**config.mk**
```make
export PLATFORM = sky130hd
export DESIGN_NAME = idma_reg64_driver
export DESIGN_NICKNAME = d
export VERILOG_FILES = /design/src/rtl/idma_reg64_driver_pkg.sv /design/src/rtl/idma_reg64_driver.sv
export SDC_FILE = /design/constraint.sdc
export NUM_CORES = 1
export LEC_CHECK = 0
export BUFFER_PORTS_ARGS = -buffer_cell sky130_fd_sc_hd__buf_2
export CORE_AREA = 2 2 170 172
export CTS_CLUSTER_DIAMETER = 100
export DETAILED_ROUTE_END_ITERATION = 10
export DIE_AREA = 0 0 172 174
export HOLD_SLACK_MARGIN = 0.15
export MAX_ROUTING_LAYER = met4
export PLACE_DENSITY = 0.81
export REMOVE_ABC_BUFFERS = 1
export SLEW_MARGIN = 40
export SYNTH_ARGS = -nofsm -noshare
export SYNTH_HDL_FRONTEND = slang
export SYNTH_SLANG_ARGS = --single-unit
```
**constraint.sdc**
```tcl
create_clock -name clk_i -period 5.4 [get_ports clk_i]
set_clock_uncertainty 0.1 [all_clocks]
set_input_delay 0.27 -clock clk_i [delete_from_list [all_inputs] [get_ports clk_i]]
set_output_delay 0.27 -clock clk_i [all_outputs]
set_load 0.1 [all_outputs]
```
**src/rtl/idma_reg64_driver_pkg.sv**
```systemverilog
// Shared constants for the 64-bit iDMA register-frontend driver: register map,
// CONF bit positions, FSM state encoding and default register_interface types.
package idma_reg64_driver_pkg;

    localparam int unsigned REG_AW = 32;
    localparam int unsigned REG_DW = 64;

    typedef struct packed {
        logic [REG_AW-1:0]   addr;
        logic                write;
        logic [REG_DW-1:0]   wdata;
        logic [REG_DW/8-1:0] wstrb;
        logic                valid;
    } reg64_req_t;

    typedef struct packed {
        logic [REG_DW-1:0] rdata;
        logic              error;
        logic              ready;
    } reg64_rsp_t;

    localparam logic [7:0] OFF_SRC     = 8'h00;
    localparam logic [7:0] OFF_DST     = 8'h08;
    localparam logic [7:0] OFF_LEN     = 8'h10;
    localparam logic [7:0] OFF_CONF    = 8'h18;
    localparam logic [7:0] OFF_STATUS  = 8'h20;
    localparam logic [7:0] OFF_NEXT_ID = 8'h28;
    localparam logic [7:0] OFF_DONE    = 8'h30;

    localparam int unsigned CONF_DECOUPLE_BIT = 0;
    localparam int unsigned CONF_DEBURST_BIT  = 1;

    localparam int unsigned STATE_W = 3;
    localparam logic [STATE_W-1:0] ST_IDLE      = 3'd0;
    localparam logic [STATE_W-1:0] ST_WR_SRC    = 3'd1;
    localparam logic [STATE_W-1:0] ST_WR_DST    = 3'd2;
    localparam logic [STATE_W-1:0] ST_WR_LEN    = 3'd3;
    localparam logic [STATE_W-1:0] ST_WR_CONF   = 3'd4;
    localparam logic [STATE_W-1:0] ST_RD_ID     = 3'd5;
    localparam logic [STATE_W-1:0] ST_WAIT_DONE = 3'd6;

    // Each non-idle state owns exactly one register, so the address is a pure
    // function of the state.
    function automatic logic [7:0] state_offset(input logic [STATE_W-1:0] st);
        logic [7:0] off;
        off = OFF_SRC;
        case (st)
            ST_WR_DST:    off = OFF_DST;
            ST_WR_LEN:    off = OFF_LEN;
            ST_WR_CONF:   off = OFF_CONF;
            ST_RD_ID:     off = OFF_NEXT_ID;
            ST_WAIT_DONE: off = OFF_DONE;
            default:      off = OFF_SRC;
        endcase
        return off;
    endfunction

endpackage

```
**src/rtl/idma_reg64_driver.sv**
```systemverilog
// Register-interface initiator: programs one iDMA job (SRC, DST, LEN, CONF),
// launches it by reading NEXT_ID and optionally polls DONE until it retires.
module idma_reg64_driver
    import idma_reg64_driver_pkg::*;
#(
    parameter type                  reg_req_t = reg64_req_t,
    parameter type                  reg_rsp_t = reg64_rsp_t,
    parameter int unsigned          AddrWidth = 32,
    parameter logic [AddrWidth-1:0] BaseAddr  = '0,
    parameter bit                   WaitDone  = 1'b1
) (
    input  logic               clk_i,
    input  logic               rst_ni,
    input  logic               job_valid_i,
    output logic               job_ready_o,
    input  logic [63:0]        job_src_i,
    input  logic [63:0]        job_dst_i,
    input  logic [63:0]        job_len_i,
    input  logic               job_decouple_i,
    input  logic               job_deburst_i,
    output reg_req_t           reg_req_o,
    input  reg_rsp_t           reg_rsp_i,
    output logic               id_valid_o,
    output logic [63:0]        id_o,
    output logic               done_o,
    output logic               err_o,
    output logic               busy_o,
    output logic [STATE_W-1:0] dbg_state_o
);

    // Bus handshake: a request is live whenever valid is high; it completes in
    // the cycle valid && ready, and addr/wdata/write are held until then because
    // they derive only from the current state and the latched job.
    logic [STATE_W-1:0] state_q;
    logic [63:0]        src_q, dst_q, len_q, id_q;
    logic               decouple_q, deburst_q;
    logic               id_valid_q, done_q, err_q;
    logic               is_write, xfer_done;
    logic [63:0]        wdata, id_delta;

    assign job_ready_o = (state_q == ST_IDLE);
    assign busy_o      = (state_q != ST_IDLE);
    assign dbg_state_o = state_q;
    assign id_valid_o  = id_valid_q;
    assign done_o      = done_q;
    assign err_o       = err_q;
    assign id_o        = id_q;

    assign is_write  = (state_q == ST_WR_SRC) || (state_q == ST_WR_DST) ||
                       (state_q == ST_WR_LEN) || (state_q == ST_WR_CONF);
    assign xfer_done = (state_q != ST_IDLE) && reg_rsp_i.ready;
    // Wrap-safe retirement test: the DONE counter has reached our ID when the
    // 64-bit difference is non-negative.
    assign id_delta  = reg_rsp_i.rdata - id_q;

    always_comb begin
        wdata = '0;
        case (state_q)
            ST_WR_SRC: wdata = src_q;
            ST_WR_DST: wdata = dst_q;
            ST_WR_LEN: wdata = len_q;
            ST_WR_CONF: begin
                wdata[CONF_DECOUPLE_BIT] = decouple_q;
                wdata[CONF_DEBURST_BIT]  = deburst_q;
            end
            default: wdata = '0;
        endcase
    end

    always_comb begin
        reg_req_o       = '0;
        reg_req_o.valid = (state_q != ST_IDLE);
        reg_req_o.addr  = BaseAddr + AddrWidth'(state_offset(state_q));
        reg_req_o.write = is_write;
        reg_req_o.wdata = wdata;
        reg_req_o.wstrb = is_write ? '1 : '0;
    end

    always_ff @(posedge clk_i) begin
        if (!rst_ni) begin
            state_q    <= ST_IDLE;
            src_q      <= '0;
            dst_q      <= '0;
            len_q      <= '0;
            decouple_q <= 1'b0;
            deburst_q  <= 1'b0;
            id_q       <= '0;
            id_valid_q <= 1'b0;
            done_q     <= 1'b0;
            err_q      <= 1'b0;
        end else begin
            id_valid_q <= 1'b0;
            done_q     <= 1'b0;
            err_q      <= 1'b0;
            if (state_q == ST_IDLE) begin
                if (job_valid_i) begin
                    src_q      <= job_src_i;
                    dst_q      <= job_dst_i;
                    len_q      <= job_len_i;
                    decouple_q <= job_decouple_i;
                    deburst_q  <= job_deburst_i;
                    if (job_len_i == '0) begin
                        err_q <= 1'b1;
                    end else begin
                        state_q <= ST_WR_SRC;
                    end
                end
            end else if (xfer_done) begin
                if (reg_rsp_i.error) begin
                    err_q   <= 1'b1;
                    state_q <= ST_IDLE;
                end else begin
                    case (state_q)
                        ST_WR_SRC:  state_q <= ST_WR_DST;
                        ST_WR_DST:  state_q <= ST_WR_LEN;
                        ST_WR_LEN:  state_q <= ST_WR_CONF;
                        ST_WR_CONF: state_q <= ST_RD_ID;
                        ST_RD_ID: begin
                            // A zero ID means the frontend refused the launch.
                            if (reg_rsp_i.rdata == '0) begin
                                err_q   <= 1'b1;
                                state_q <= ST_IDLE;
                            end else begin
                                id_q       <= reg_rsp_i.rdata;
                                id_valid_q <= 1'b1;
                                state_q    <= WaitDone ? ST_WAIT_DONE : ST_IDLE;
                            end
                        end
                        ST_WAIT_DONE: begin
                            if (!id_delta[63]) begin
                                done_q  <= 1'b1;
                                state_q <= ST_IDLE;
                            end
                        end
                        default: state_q <= ST_IDLE;
                    endcase
                end
            end
        end
    end

endmodule

```
==> impl_metrics.yaml, run 1 <==
run_status:
  status: "completed"
clock_tree:
  cts-htree-levels: 1
  cts_setup_buffers: 0
  clock-sinks: 264
  holdBufCountCts: 275
  cts_resized: 0
  clock_latency_ns: 0.55
  cts_buffers: 29
  clk_pin_slew_ns: 0.06
  clock-root-buffer: "clkbuf_16"
  cts_tree: "built"
  clockBufferDepth: 3
detailed_routing:
  routed_wl_um: 54250
  via_count: 15480
  via_per_inst: 5.697
  drtIter0Drc: 1553
  postRouteAntennaNets: 0
  routedWlPerCell_um: 19.97
  drcViolationCount: 0
  first_pass_iters: 6
grt:
  track_usage: 0.3584
  grt_pass1_vias: 15840
  grt_max_degree: 168
  grt_overflow: 0
  antenna_found_initial: 8
  grt_first_pass_wirelength_um: 82740
power:
  power_w: 0.006046
  powerDensity_nw_per_um2: 313.6
  intPower_w: 0.003763
  p_switching_w: 0.002283
  seqPwrFrac: 0.371
  ir_drop_uv: 258.0
  switching_share: 0.3777
  power_frac_comb: 0.308
  leakage_nw: 8.223
  clockPowerShare: 0.321
final_layout:
  drive_gt1_frac: 0.2348
  final_cell_mix: "531 x nand2_1, 410 x buf_2, 275 x dlygate4sd3_1, 261 x dfxtp_1, 258 x a21boi_0"
  fin_nets: 2630
  syn_to_final_growth_pct: 42.91
  layout_commonest_cell: "nand2_1"
synth:
  async_reset_ff_frac: 0
  synth_cells: 1702
  synth.top_cell.area_share: 0.3918
  mappedNetlistArea_um2: 13490
  yosys_warnings: 0
  ys_seq_area_frac: 0.3918
  synth_seq_cells: 264
  synth.area.top_cells: "dfxtp_1 39%, nand2_1 15%, a21boi_0 14%, ha_1 5.8%, mux2_2 5.3%"
  ys_types: 46
  yosys.area.top_type: "dfxtp_1"
  synth-edff-count: 0
  synth-main-ff-cell: "dfxtp_1"
  synth.avg_cell_area_um2: 7.926
die:
  io_pins: 441
  core_area_um2: 28240
  dieArea_um2: 29930
  placementRows: 62
  die_w_um: 172
  die_h_um: 174
  initial_core_util: 0.4778
timing:
  max_slew_margin: 0.4685
  worst_pin_slew_ns: 0.7972
  finalSetupViolations: 0
  finalHoldViolCount: 0
  drv_slew: 0
  max_freq_mhz: 265.3
  rsz0062_at_grt: "no"
  fin_tns_setup_ns: 0
  period_share: 0.6980
  min_period_ns: 3.769
critical_path:
  cp.arrival_ns: 4.09
  crit_type: "in2reg"
  startpoint_type: "input pin"
  cp_max_fo: 65
  end_kind: "flip-flop"
  required_ns: 5.72
placement:
  port_buffers: 411
  routabilityCongestion: 0.9098
  dpl.hpwl_um: 29950
flow_run:
  max_cap_violations: 0
min_path:
  hp-class: "in2reg"
power groups by stage:
stage / clock [W] / combinational (W) / sequential, W
detailed placement: 0 / 0.00163 / 0.00227
CTS: 0.00197 / 0.00178 / 0.00223
finish: 0.00194 / 0.00186 / 0.00224
global placement: 0 / 0.00156 / 0.00229
floorplan: 0 / 0.00119 / 0.00228
global route: 0.00204 / 0.00195 / 0.00226
final timing paths:
path	endpoint	start	slack (ns)	depth (start not counted)
worst max-delay path	id_o[13]$_SDFFE_PN0P_	reg_rsp_i[8]	1.63	11
worst max register to register	done_o$_SDFF_PP0_	dbg_state_o[1]$_SDFFE_PN0P_	2.03	7
worst min register to register	src_q[60]$_SDFFE_PN0P_	src_q[60]$_SDFFE_PN0P_	0.36	2
worst min-delay path	len_q[36]$_SDFFE_PN0P_	job_valid_i	0.28	4
logic make-up after synthesis:
| logic type | Yosys count | synth area share |
|---|---|---|
| buf+inv | 219 | 0.07355 |
| fa+ha+maj | 63 | 0.05824 |
| xor+xnor | 3 | 0.001948 |
| flops | 264 | 0.3918 |
| simple gates | 693 | 0.2098 |
| mux | 64 | 0.05342 |
| compound gates | 395 | 0.2110 |
| other cells | 1 | 0.0002780 |
final cells by class:
class	instances	area, um2
flip-flops and latches	264	5296
clock inverters	9	70.07
inverters	64	240.2
multi-input cells	1247	7365
repair buffers	699	4964
fillers	1953	8957
well taps	384	480.5
clock buffers	42	844.6
diodes	8	20.02
Yosys cell counts, types with 20 or more instances:
master / n
a21boi_0: 258
a21oi_1: 34
a22oi_1: 65
buf_4: 40
clkbuf_1: 97
dfxtp_1: 264
ha_1: 62
inv_1: 64
mux2_2: 64
nand2_1: 532
nand4_1: 20
nor2_1: 71
nor4_1: 34
worst max-delay path, cell delays in order:
cell and delay (ns):
dlygate4sd3_1 0.53, buf_2 0.17, nor4_1 0.65, nand4_1 0.25, nor4_1 0.57, nor2_1 0.18, and3_2 0.23, buf_4 0.35
nand2_1 0.20, a21boi_0 0.10, dlygate4sd3_1 0.57
flip-flops by register name (all words and copies together), names as in the netlist:
name / cells
dst_q: 64
id_valid_o: 1
done_o: 1
err_o: 1
src_q: 64
decouple_q: 1
id_o: 64
deburst_q: 1
dbg_state_o: 3
len_q: 64
routing by layer:
layer | wire [um] | track usage
met4 | 4271 | 0.2546
met2 | 24790 | 0.5628
met5 | 0 | -
met3 | 5981 | 0.1045
met1 | 19200 | 0.3856
through the flow:
step / instance area (um2) / cells / utilization / hold slack [ns] / setup slack (ns)
after floorplan: 12840 / 1575 / - / 0.2959 / -11.27
after global placement: 15510 / 2380 / 0.5493 / 0.3471 / 1.930
after detailed placement: 15590 / 2383 / 0.5520 / 0.3553 / 2.195
after CTS: 19250 / 2709 / 0.6819 / 0.2621 / 1.774
after global routing: 19280 / 2717 / 0.6828 / 0.3015 / 1.458
final: 19280 / 2717 / 0.6828 / 0.2849 / 1.631
Power figures use the tool's default switching activity.
==> run 2, diff against run 1 <==
ABC_AREA = 1   (was unset)
CORE_AREA = 2 2 171 173   (was 2 2 170 172)
DIE_AREA = 0 0 173 175   (was 0 0 172 174)
PLACE_DENSITY = 0.77   (was 0.81)
clock period = 3.5 ns   (was 5.4 ns; I/O delays follow)
==> impl_metrics.yaml, run 2 <==
run_status:
  status: "completed"
synth:
  synth_common_cells: "264 x dfxtp_1, 230 x inv_1, 221 x a21oi_1"
  synth.top_cell.area_share: 0.4239
  synth-edff-count: 0
  synth.area.top_cells: "dfxtp_1 42%, a21oi_1 8.9%, o21ai_0 8.1%, inv_1 6.9%, ha_1 6.2%"
  synth-main-ff-cell: "dfxtp_1"
  synth_seq_cells: 264
  mappedNetlistArea_um2: 12470
  ys_types: 36
  synth.most_common_cell: "dfxtp_1"
  synth.avg_cell_area_um2: 7.515
  ys_seq_area_frac: 0.4239
  async_reset_ff_frac: 0
  yosys_warnings: 0
  synth_cells: 1659
  yosys.area.top_type: "dfxtp_1"
detailed_routing:
  via_per_inst: 5.489
  drcViolationCount: 0
  first_pass_iters: 6
  drtIter0Drc: 1327
  via_count: 15210
  postRouteAntennaNets: 0
  routedWlPerCell_um: 17.86
  routed_wl_um: 49490
critical_path:
  cp_max_fo: 92
  timing.critical_path.mode_cell: "dlygate4sd3_1"
  max_stage_delay_ns: 0.61
  crit_type: "in2reg"
  cp.arrival_ns: 3.62
  cp_slowest_cell: "dlygate4sd3_1"
  cp_cell_sequence: "dlygate4sd3_1 > buf_2 > nor4_1 > nand4_1 > nor2_1 > nand2_1 > nand4_4 > buf_12 > o21ai_1 > dlygate4sd3_1 > a21oi_1"
  end_kind: "flip-flop"
  startpoint_type: "input pin"
  required_ns: 3.85
  reg2reg_depth: 9
die:
  dieArea_um2: 30280
  io_pins: 441
  core_area_um2: 28390
  initial_core_util: 0.4391
  die_h_um: 175
  placementRows: 62
  die_w_um: 173
clock_tree:
  cts_tree: "built"
  clock-root-buffer: "clkbuf_16"
  clk_pin_slew_ns: 0.06
  clock-sinks: 264
  clock_latency_ns: 0.55
  clockBufferDepth: 3
  cts_buffers: 29
  cts-htree-levels: 1
final_layout:
  fin_nets: 2688
  drive_gt1_frac: 0.2045
  syn_to_final_growth_pct: 53.29
  final_cell_mix: "410 x buf_2, 364 x dlygate4sd3_1, 264 x dfxtp_1, 229 x inv_1, 221 x a21oi_1"
  layout_commonest_cell: "buf_2"
timing:
  fin_ws_ns: 0.2382
  period_share: 0.9320
  finalHoldViolCount: 0
  min_period_ns: 3.262
  max_slew_margin: 0.4820
  rsz0062_at_grt: "no"
  max_freq_mhz: 306.6
  drv_slew: 0
  finalSetupViolations: 0
  worst_pin_slew_ns: 0.7770
power:
  leakage_nw: 8.611
  ir_drop_uv: 1118
  power_w: 0.01465
  powerDensity_nw_per_um2: 766.3
grt:
  grt_first_pass_wirelength_um: 77880
  grt_max_degree: 173
  antenna_found_initial: 1
  grt_overflow: 0
  grt_pass1_vias: 15600
  track_usage: 0.3216
min_path:
  holdPathStages: 4
  hp-class: "in2reg"
placement:
  dp_slack_ns: 0.9051
  port_buffers: 411
  dpl.hpwl_um: 27340
  routabilityCongestion: 0.9315
flow_run:
  max_cap_violations: 0
[run 2: critical path, delay by kind of cell]
family	cells	cell delay, ns
AO/OA/AOI/OAI	2	0.28
buffers and inverters	4	1.68
AND/OR/NAND/NOR	5	1.42
[run 2: layout make-up]
| type | instances | area, um2 |
|---|---|---|
| multi-input cells | 1046 | 5607 |
| clock inverters | 13 | 147.6 |
| clock buffers | 41 | 850.8 |
| diodes | 1 | 2.502 |
| inverters | 233 | 889.6 |
| well taps | 384 | 480.5 |
| fillers | 2035 | 9280 |
| flip-flops and latches | 264 | 5285 |
| repair buffers | 789 | 5849 |
[run 2: kinds of logic after synthesis]
group,count (synthesis),synth area share
AO/OA/AOI/OAI,556,0.2434
XOR/XNOR,1,0.0007026
adder cells (fa/ha/maj),62,0.06222
buffers and inverters,377,0.1357
flip-flops,264,0.4239
other,1,0.0003008
AND/OR/NAND/NOR,398,0.1339
[run 2: power by group]
part	total, W	switching (W)	leakage, nW	internal, W
clock network	0.00320	0.00129	0.502	0.00191
registers	0.00410	0.000313	2.17	0.00378
logic	0.00735	0.00579	5.94	0.00156
[run 2: metrics by stage]
stage	hold WS (ns)	instance area, um2	instances	util	TNS (ns)
after floorplan	0.1957	11760	1543	-	-490.29
after global placement	0.2975	14460	2352	0.5093	0
after detailed placement	0.3007	14460	2352	0.5093	0
after CTS	0.2812	19100	2770	0.6728	0
after global routing	0.3010	19110	2771	0.6731	0
final	0.2996	19110	2771	0.6731	0
[run 2: path summary, 6_finish.rpt]
path | slack, ns | endpoint | startpoint
max | 0.24 | id_o[24]$_SDFFE_PN0P_ | reg_rsp_i[13]
min | 0.30 | dst_q[49]$_SDFFE_PN0P_ | job_dst_i[49]
max reg2reg | 0.40 | id_o[12]$_SDFFE_PN0P_ | dbg_state_o[0]$_SDFFE_PN0P_
min reg2reg | 0.35 | src_q[1]$_SDFFE_PN0P_ | src_q[1]$_SDFFE_PN0P_
[run 2: repair_timing]
item	in CTS	in global routing
gates resized for setup	0	1
hold buffers	364	0
buffers inserted	0	0
endpoints found under the setup margin	0	43
endpoints found under the hold margin	264	0
[run 2: routing by layer]
metal  routed length, um  vias up  GRT usage
li1                    -     6903          -
met1               18180     7019     0.3464
met2               24060      968     0.5462
met3                3651      321    0.05352
met4                3594        0     0.2165
met5                   0        -          -
